--- config.mk ---
export PLATFORM = sky130hd
export DESIGN_NAME = la_trigger_readout
export DESIGN_NICKNAME = d
export VERILOG_FILES = /design/src/rtl/la_pkg.sv /design/src/rtl/la_sample_ram.sv /design/src/rtl/la_trigger_readout.sv
export SDC_FILE = /design/constraint.sdc
export NUM_CORES = 1
export LEC_CHECK = 0
export CAP_MARGIN = 20
export CORE_MARGIN = 4
export CORE_UTILIZATION = 58
export DETAILED_ROUTE_END_ITERATION = 8
export PLACE_DENSITY = 0.78
export SKIP_LAST_GASP = 1
export SLEW_MARGIN = 20
export SYNTH_ARGS = -nofsm -noshare
export SYNTH_HDL_FRONTEND = slang
export SYNTH_SLANG_ARGS = --single-unit
--- constraint.sdc ---
create_clock -name clk -period 3.5 [get_ports clk]
set_clock_uncertainty 0.05 [all_clocks]
set_input_delay 0.35 -clock clk [delete_from_list [all_inputs] [get_ports clk]]
set_output_delay 0.35 -clock clk [all_outputs]
set_load 0.01 [all_outputs]
--- src/rtl/la_pkg.sv ---
// Shared types and defaults for the logic-analyzer trigger/readout stage.
// Holds the FSM state enum, default sizes and the pointer-width helper.
package la_pkg;

  typedef enum logic [1:0] {
    ST_IDLE,
    ST_ARMED,
    ST_POST,
    ST_READOUT
  } la_state_t;

  localparam int LA_NUM_CHANNELS = 8;
  localparam int LA_DEPTH        = 16;
  localparam int LA_PRE_TRIGGER  = 4;

  function automatic int la_ptr_w(input int depth);
    return (depth <= 2) ? 1 : $clog2(depth);
  endfunction

endpackage

--- src/rtl/la_sample_ram.sv ---
// Capture history: DEPTH x W register array, sync write, async read, no reset.
// Ports: clk, we_i/waddr_i/wdata_i write port, raddr_i -> rdata_o read port.
module la_sample_ram #(
  parameter int W     = 8,
  parameter int DEPTH = 16,
  parameter int AW    = 4
) (
  input  logic          clk,
  input  logic          we_i,
  input  logic [AW-1:0] waddr_i,
  input  logic [W-1:0]  wdata_i,
  input  logic [AW-1:0] raddr_i,
  output logic [W-1:0]  rdata_o
);

  logic [W-1:0] mem_q [DEPTH];

  always_ff @(posedge clk) begin
    if (we_i) mem_q[waddr_i] <= wdata_i;
  end

  assign rdata_o = mem_q[raddr_i];

endmodule

--- src/rtl/la_trigger_readout.sv ---
// Trigger/capture/readout stage: circular sample history, masked pattern
// trigger, fixed pre/post window streamed oldest-first on valid/ready.
// Ports: clk, reset (sync, active-high), sample_valid/sample_data in,
// trig_mask/trig_value, arm, abort, out_valid/out_ready/out_data/out_last,
// busy, triggered. Define LA_EDGE_TRIGGER_EN for rising-into-pattern trigger.
module la_trigger_readout
  import la_pkg::*;
#(
  parameter int NUM_CHANNELS = LA_NUM_CHANNELS,
  parameter int DEPTH        = LA_DEPTH,
  parameter int PRE_TRIGGER  = LA_PRE_TRIGGER
) (
  input  logic                    clk,
  input  logic                    reset,
  input  logic                    sample_valid,
  input  logic [NUM_CHANNELS-1:0] sample_data,
  input  logic [NUM_CHANNELS-1:0] trig_mask,
  input  logic [NUM_CHANNELS-1:0] trig_value,
  input  logic                    arm,
  input  logic                    abort,
  output logic                    out_valid,
  input  logic                    out_ready,
  output logic [NUM_CHANNELS-1:0] out_data,
  output logic                    out_last,
  output logic                    busy,
  output logic                    triggered
);

  localparam int PW     = la_ptr_w(DEPTH);
  localparam int POST_N = DEPTH - PRE_TRIGGER - 1;

  localparam logic [PW-1:0] ONE       = PW'(1);
  localparam logic [PW-1:0] PRE_C     = PW'(PRE_TRIGGER);
  localparam logic [PW-1:0] POST_LAST = PW'((POST_N == 0) ? 0 : POST_N - 1);
  localparam logic [PW-1:0] WORD_LAST = PW'(DEPTH - 1);
  localparam logic [PW-1:0] WORD_PEN  = PW'(DEPTH - 2);

  la_state_t     state_q;
  logic [PW-1:0] wp_q;
  logic [PW-1:0] rp_q;
  logic [PW-1:0] pre_cnt_q;
  logic [PW-1:0] post_cnt_q;
  logic [PW-1:0] wcnt_q;
  logic          out_valid_q;
  logic          out_last_q;
  logic          busy_q;
  logic          trig_q;
`ifdef LA_EDGE_TRIGGER_EN
  logic          prev_seen_q;
  logic          prev_match_q;
`endif

  logic          match;
  logic          eligible;
  logic          fire;
  logic          capturing;
  logic          wr_en;
  logic [PW-1:0] wp_d;

  assign match     = ((sample_data ^ trig_value) & trig_mask) == '0;
  assign eligible  = pre_cnt_q == PRE_C;
  assign capturing = (state_q == ST_ARMED) || (state_q == ST_POST);
  assign wr_en     = capturing & sample_valid & ~abort & ~reset;
  assign wp_d      = wp_q + ONE;

`ifdef LA_EDGE_TRIGGER_EN
  // Only a sample that enters the pattern fires; the first sample after
  // arm has no predecessor and so can never fire.
  assign fire = eligible & match & prev_seen_q & ~prev_match_q;
`else
  assign fire = eligible & match;
`endif

  la_sample_ram #(
    .W     (NUM_CHANNELS),
    .DEPTH (DEPTH),
    .AW    (PW)
  ) u_ram (
    .clk     (clk),
    .we_i    (wr_en),
    .waddr_i (wp_q),
    .wdata_i (sample_data),
    .raddr_i (rp_q),
    .rdata_o (out_data)
  );

  always_ff @(posedge clk) begin
    if (reset || abort) begin
      state_q      <= ST_IDLE;
      wp_q         <= '0;
      rp_q         <= '0;
      pre_cnt_q    <= '0;
      post_cnt_q   <= '0;
      wcnt_q       <= '0;
      out_valid_q  <= 1'b0;
      out_last_q   <= 1'b0;
      busy_q       <= 1'b0;
      trig_q       <= 1'b0;
`ifdef LA_EDGE_TRIGGER_EN
      prev_seen_q  <= 1'b0;
      prev_match_q <= 1'b0;
`endif
    end else begin
      unique case (state_q)
        ST_IDLE: begin
          pre_cnt_q  <= '0;
          post_cnt_q <= '0;
          wcnt_q     <= '0;
`ifdef LA_EDGE_TRIGGER_EN
          prev_seen_q <= 1'b0;
`endif
          if (arm) begin
            state_q <= ST_ARMED;
            busy_q  <= 1'b1;
          end
        end
        ST_ARMED: begin
          if (sample_valid) begin
            wp_q <= wp_d;
            if (!eligible) pre_cnt_q <= pre_cnt_q + ONE;
`ifdef LA_EDGE_TRIGGER_EN
            prev_seen_q  <= 1'b1;
            prev_match_q <= match;
`endif
            if (fire) begin
              trig_q <= 1'b1;
              if (POST_N == 0) begin
                // Trigger sample closes the window; wp_d is the oldest.
                state_q     <= ST_READOUT;
                rp_q        <= wp_d;
                out_valid_q <= 1'b1;
                out_last_q  <= 1'b0;
              end else begin
                state_q <= ST_POST;
              end
            end
          end
        end
        ST_POST: begin
          if (sample_valid) begin
            wp_q       <= wp_d;
            post_cnt_q <= post_cnt_q + ONE;
            if (post_cnt_q == POST_LAST) begin
              state_q     <= ST_READOUT;
              rp_q        <= wp_d;
              out_valid_q <= 1'b1;
              out_last_q  <= 1'b0;
            end
          end
        end
        ST_READOUT: begin
          if (out_ready) begin
            rp_q       <= rp_q + ONE;
            wcnt_q     <= wcnt_q + ONE;
            out_last_q <= (wcnt_q == WORD_PEN);
            if (wcnt_q == WORD_LAST) begin
              state_q     <= ST_IDLE;
              out_valid_q <= 1'b0;
              out_last_q  <= 1'b0;
              busy_q      <= 1'b0;
              trig_q      <= 1'b0;
            end
          end
        end
        default: state_q <= ST_IDLE;
      endcase
    end
  end

  assign out_valid = out_valid_q;
  assign out_last  = out_last_q;
  assign busy      = busy_q;
  assign triggered = trig_q;

endmodule

==> flow_summary.ini, run 1 <==
[drt]
vias = 3825
detail-route-antenna-nets = 0
drt-pass1-iter-count = 6
viasPerCell = 6.15
wl_um = 14300
wl_per_cell_um = 23.0
drc = 0
drtIter0Drc = 277

[synth]
synthTopCellsByArea = edfxtp_1 (58%), mux4_1 (9.5%), dfxtp_1 (9.0%)
synth_cells = 408
synth_fp_nets = 454
ys.flop_type = edfxtp_1
async_reset_ff_frac = 0
yosys.area.top_type = edfxtp_1
synth.distinct_cells = 38
syn_area_per_cell_um2 = 16.4
yosys.cell_count.top_type = edfxtp_1
synth_edf_count = 128
synth-seq-cells = 158
yosys-top-cells-count = edfxtp_1 (128), nor2_1 (43), dfxtp_1 (30)
yosys_warnings = 0
syn-cell-area_um2 = 6670
synth_top_cell_area_share = 0.576
ys_seq_area_frac = 0.666

[worst_setup_path]
ff2ff_setup_slack_ps = 810
cp-end-kind = primary output
worst_ep_required_time_ps = 3100
rr_worst_depth = 6
path_class = reg2out
arrival_ps = 2630
r2r_end = u_ram.mem_q[10][5]
crit_buf_inv = 2
startpoint_type = flop
crit_path_top_delay_cell = mux4_1
r2r-start = state_q[0]
cp_cell_sequence = buf_12, mux4_1, mux4_2, clkdlybuf4s50_1
cp_top_family = multiplexers
crit_path_max_fanout = 32
cpPeakStageDelay_ps = 640

[die]
die_area_um2 = 13300
initial_utilization = 0.605
placementRows = 38
core_um2 = 11000
fp.dieH_um = 115
ios = 42
die_width_um = 115

[pwr]
power_switching_mw = 0.778
ir_drop_uv = 345
clockPowerShare = 0.467
seq_power_share = 0.502
swShare = 0.192
powerDensity_nw_per_um2 = 513
comb_power_share = 0.032
intPower_mw = 3.28
cellLeakagePower_nw = 2.60

[timing]
finalSetupViolations = 0
period_needed_ps = 3030
tns_ps = 0
fmax_mhz = 330
finalCritPeriodShare = 0.867
rsz0062_at_grt = no
maxSlewHeadroom = 0.318
finalHoldViolations = 0
hold-worst-slack_ps = 439
maxSlewViolCount = 0
worst_pin_slew_ps = 1020

[worst_hold_path]
whs_endpoint = out_valid
holdPathStages = 2
hp-class = reg2reg
min_from = out_valid

[clock_network]
insertion_delay_ps = 420
htreeDepth = 4
cts-resized-gates = 0
cts_inserted_buffers = 17
tritoncts = built
cts_setup_buffers = 0
cts_buffer_depth = 2
cts-root-buf = clkbuf_16
holdBufCountCts = 0
clock_sinks = 158
path_clk_slew_ps = 60

[layout]
nNetsFinal = 515
area_growth_pct = 18.5
drive_gt1_frac = 0.133
fill_cells = 667
final_cells = 622
diodes = 0

[grt]
grt_pass1_wl_um = 21900
grt_max_degree = 33
globalRouteTotalUtil = 0.231
grt-ovfl-total = 0
antenna_found_initial = 0
grt_pass1_vias = 3804

[placement]
dp_cells = 590
place_congestion = 0.820
dpl.hpwl_um = 8770
port_buffers = 41

[status]
status = complete, no violations

[run]
maxCapViolations = 0
[final cells by class]
class,count,area [um2],share of cell area
flip-flops and latches,158,4450,0.562
multi-input cells,218,2060,0.261
repair buffers,61,573,0.0725
clock buffers,20,437,0.0552
well taps,140,175,0.0222
clock inverters,12,168,0.0212
inverters,13,48.8,0.00617
[cell families after synthesis]
logic type | share of synthesized area
compound gates | 0.0396
mux | 0.153
flops | 0.666
xor+xnor | 0.0197
simple gates | 0.0666
buf+inv | 0.0249
fa+ha+maj | 0.0300
[worst max path at each step]
stage / to / depth (start not counted)
3_3_place_gp: u_ram.mem_q[11][2] / 6
5_1_grt: out_data[0] / 4
6_report: out_data[0] / 4
4_1_cts: out_data[0] / 4
2_1_floorplan: u_ram.mem_q[0][0] / 6
3_5_place_dp: u_ram.mem_q[10][2] / 6
[power groups by stage]
stage               logic [mW]  registers (mW)  clock network [mW]
finish                   0.128            2.03                1.89
global route             0.140            2.03                2.00
CTS                      0.128            2.03                1.92
detailed placement       0.127            2.07                   0
global placement         0.123            2.07                   0
floorplan               0.0504            2.07                   0
[per-layer routing]
| metal | vias up | routed length [um] | GRT usage |
|---|---|---|---|
| li1 | 1715 | - | - |
| met1 | 1932 | 5700 | 0.295 |
| met2 | 160 | 7500 | 0.399 |
| met3 | 18 | 829 | 0.0495 |
| met4 | 0 | 240 | 0.0743 |
| met5 | - | 0 | 0 |
[through the flow]
| stage | instance area [um2] | setup WS, ps | util | total power [mW] |
|---|---|---|---|---|
| 2_1_floorplan | 6670 | 1270 | - | 2.12 |
| 3_3_place_gp | 7300 | 859 | 0.662 | 2.20 |
| 3_5_place_dp | 7300 | 734 | 0.662 | 2.20 |
| 4_1_cts | 7910 | 439 | 0.717 | 4.08 |
| 5_1_grt | 7910 | 385 | 0.717 | 4.18 |
| 6_report | 7910 | 465 | 0.717 | 4.06 |
[worst reg2reg max path, cell delays in order (launching register included)]
cell	delay, ps
dfxtp_1	390
inv_1	100
ha_1	360
nand2_1	150
nor2_1	280
nand2_1	180
nor2_1	800
[flip-flops by register name, indices dropped and copies added (netlist names), 2 cells and up, named ones only]
signal	count
u_ram.mem_q	128
post_cnt_q	4
pre_cnt_q	4
rp_q	4
wcnt_q	4
wp_q	4
state_q	2
[layout by cell type, fill, tap and decap left out, types with 2 or more instances in the layout]
cell type and count:
xnor2_1 4, mux4_1 24, a22oi_1 4, clkbuf_16 17
xor2_1 11, ha_1 16, inv_1 13, a211oi_1 3
edfxtp_1 128, nor3_1 10, o21ai_1 4, o21ai_0 8
clkbuf_1 3, nand3_1 8, bufinv_16 4, nand4_1 4
clkinv_1 2, clkdlybuf4s50_1 41, nand2_1 21, a21oi_1 20
nand2b_1 5, nand4b_1 2, clkinv_2 3, dfxtp_1 29
buf_4 19, mux4_2 16, mux2i_1 3, nor2_1 43
Power figures use the tool's default switching activity.
==> inputs of run 2 (changes only) <==
--- a/config.mk
+++ b/config.mk
@@ -8,7 +8,9 @@
 export CAP_MARGIN = 20
 export CORE_MARGIN = 4
 export CORE_UTILIZATION = 58
+export CTS_CLUSTER_SIZE = 28
 export DETAILED_ROUTE_END_ITERATION = 8
+export GPL_TIMING_DRIVEN = 0
 export PLACE_DENSITY = 0.78
 export SKIP_LAST_GASP = 1
 export SLEW_MARGIN = 20
==> flow_summary.ini, run 2 (synthesis gave the netlist of run 1 again) <==
[die]
ios = 42
initial_utilization = 0.605
die_area_um2 = 13300
core_um2 = 11000
placementRows = 38
fp.dieH_um = 115
die_width_um = 115

[clock_network]
tritoncts = built
cts-root-buf = clkbuf_16
cts-resized-gates = 0
cts_setup_buffers = 0
clock_sinks = 158
cts_buffer_depth = 2
htreeDepth = 4
path_clk_slew_ps = 60
insertion_delay_ps = 420
cts_inserted_buffers = 17
holdBufCountCts = 0

[drt]
wl_per_cell_um = 21.7
detail-route-antenna-nets = 0
drc = 0
drtIter0Drc = 226
wl_um = 13400
viasPerCell = 5.88
vias = 3644
drt-pass1-iter-count = 4

[placement]
dp_cells = 589
dpl_cell_area_um2 = 7280
port_buffers = 41
pre_cts_slack_ps = 493
dpl.hpwl_um = 8880
place_congestion = 0.819

[run]
maxCapViolations = 0

[timing]
fmax_mhz = 303
hold-worst-slack_ps = 444
period_needed_ps = 3300
tns_ps = 0
maxSlewViolCount = 0
rsz0062_at_grt = no
finalHoldViolations = 0
finalSetupViolations = 0
finalCritPeriodShare = 0.944
worst_pin_slew_ps = 925
fin_ws_ps = 197
maxSlewHeadroom = 0.381

[worst_setup_path]
crit_path_top_delay_cell = mux4_2
path_class = reg2out
crit_path_max_fanout = 10
arrival_ps = 2900
crit_buf_inv = 2
cpPeakStageDelay_ps = 530
worst_ep_required_time_ps = 3100
startpoint_type = flop
cp-end-kind = primary output
cp_top_family = buffers and inverters
cp_cell_sequence = buf_1, mux4_1, mux4_2, clkdlybuf4s50_1

[pwr]
powerDensity_nw_per_um2 = 514
cellLeakagePower_nw = 2.56
ir_drop_uv = 632
power_mw = 4.05

[grt]
globalRouteTotalUtil = 0.221
antenna_found_initial = 0
grtUsageMet1 = 0.264
grt.busiest_layer = met2
use_met3 = 0.0584
grt_max_degree = 18
gr-usage-met2 = 0.377
grt_pass1_vias = 3851
grt_pass1_wl_um = 21100
grt-ovfl-total = 0

[layout]
multi_input_area_um2 = 2080
diodes = 0
largest_reg_flops = 128
design_area_um2 = 7880
nNetsFinal = 514
ff_latch_area_um2 = 4440
top_register = u_ram.mem_q
area_growth_pct = 18.1
fill_cells = 685
final_cells = 620
final_util = 0.714
final_cell_mix = edfxtp_1 (128), nor2_1 (43), clkdlybuf4s50_1 (41)
drive_gt1_frac = 0.108
layout_commonest_cell = edfxtp_1

[status]
status = complete, no violations

[worst_hold_path]
hp-class = reg2reg
[run 2: worst min-delay path, stage by stage (launching register included)]
cell and delay, ps:
dfxtp_1 330, a21oi_1 60, nor2_1 70
[run 2: area by class of cell]
cell class,count,area share
plain buffers,19,0.0149
clock buffers,19,0.0549
clock inverters,12,0.0214
inverters,13,0.00619
multi-input cells,218,0.264
flip-flops and latches,158,0.564
well taps,140,0.0222
repair buffers,41,0.0521
[run 2: per-layer routing]
layer,vias up,share of wire
li1,1709,-
met1,1835,0.39
met2,80,0.53
met3,20,0.039
met4,0,0.034
met5,-,0
[run 2: power breakdown]
group | leakage [nW] | total [mW] | switching [mW] | internal, mW
registers | 1.39 | 2.03 | 0.00294 | 2.03
clock network | 0.294 | 1.89 | 0.708 | 1.18
logic | 0.872 | 0.126 | 0.0692 | 0.0568
[run 2: path summary, 6_finish.rpt]
| check | slack, ps | cells past startpoint | endpoint | from |
|---|---|---|---|---|
| setup / recovery | 200 | 4 | out_data[1] | flop |
| hold / removal | 440 | 2 | out_last | out_last |
| setup reg to reg | 930 | 6 | u_ram.mem_q[8][0] | state_q[0] |
| hold reg to reg | 440 | 2 | out_last | out_last |
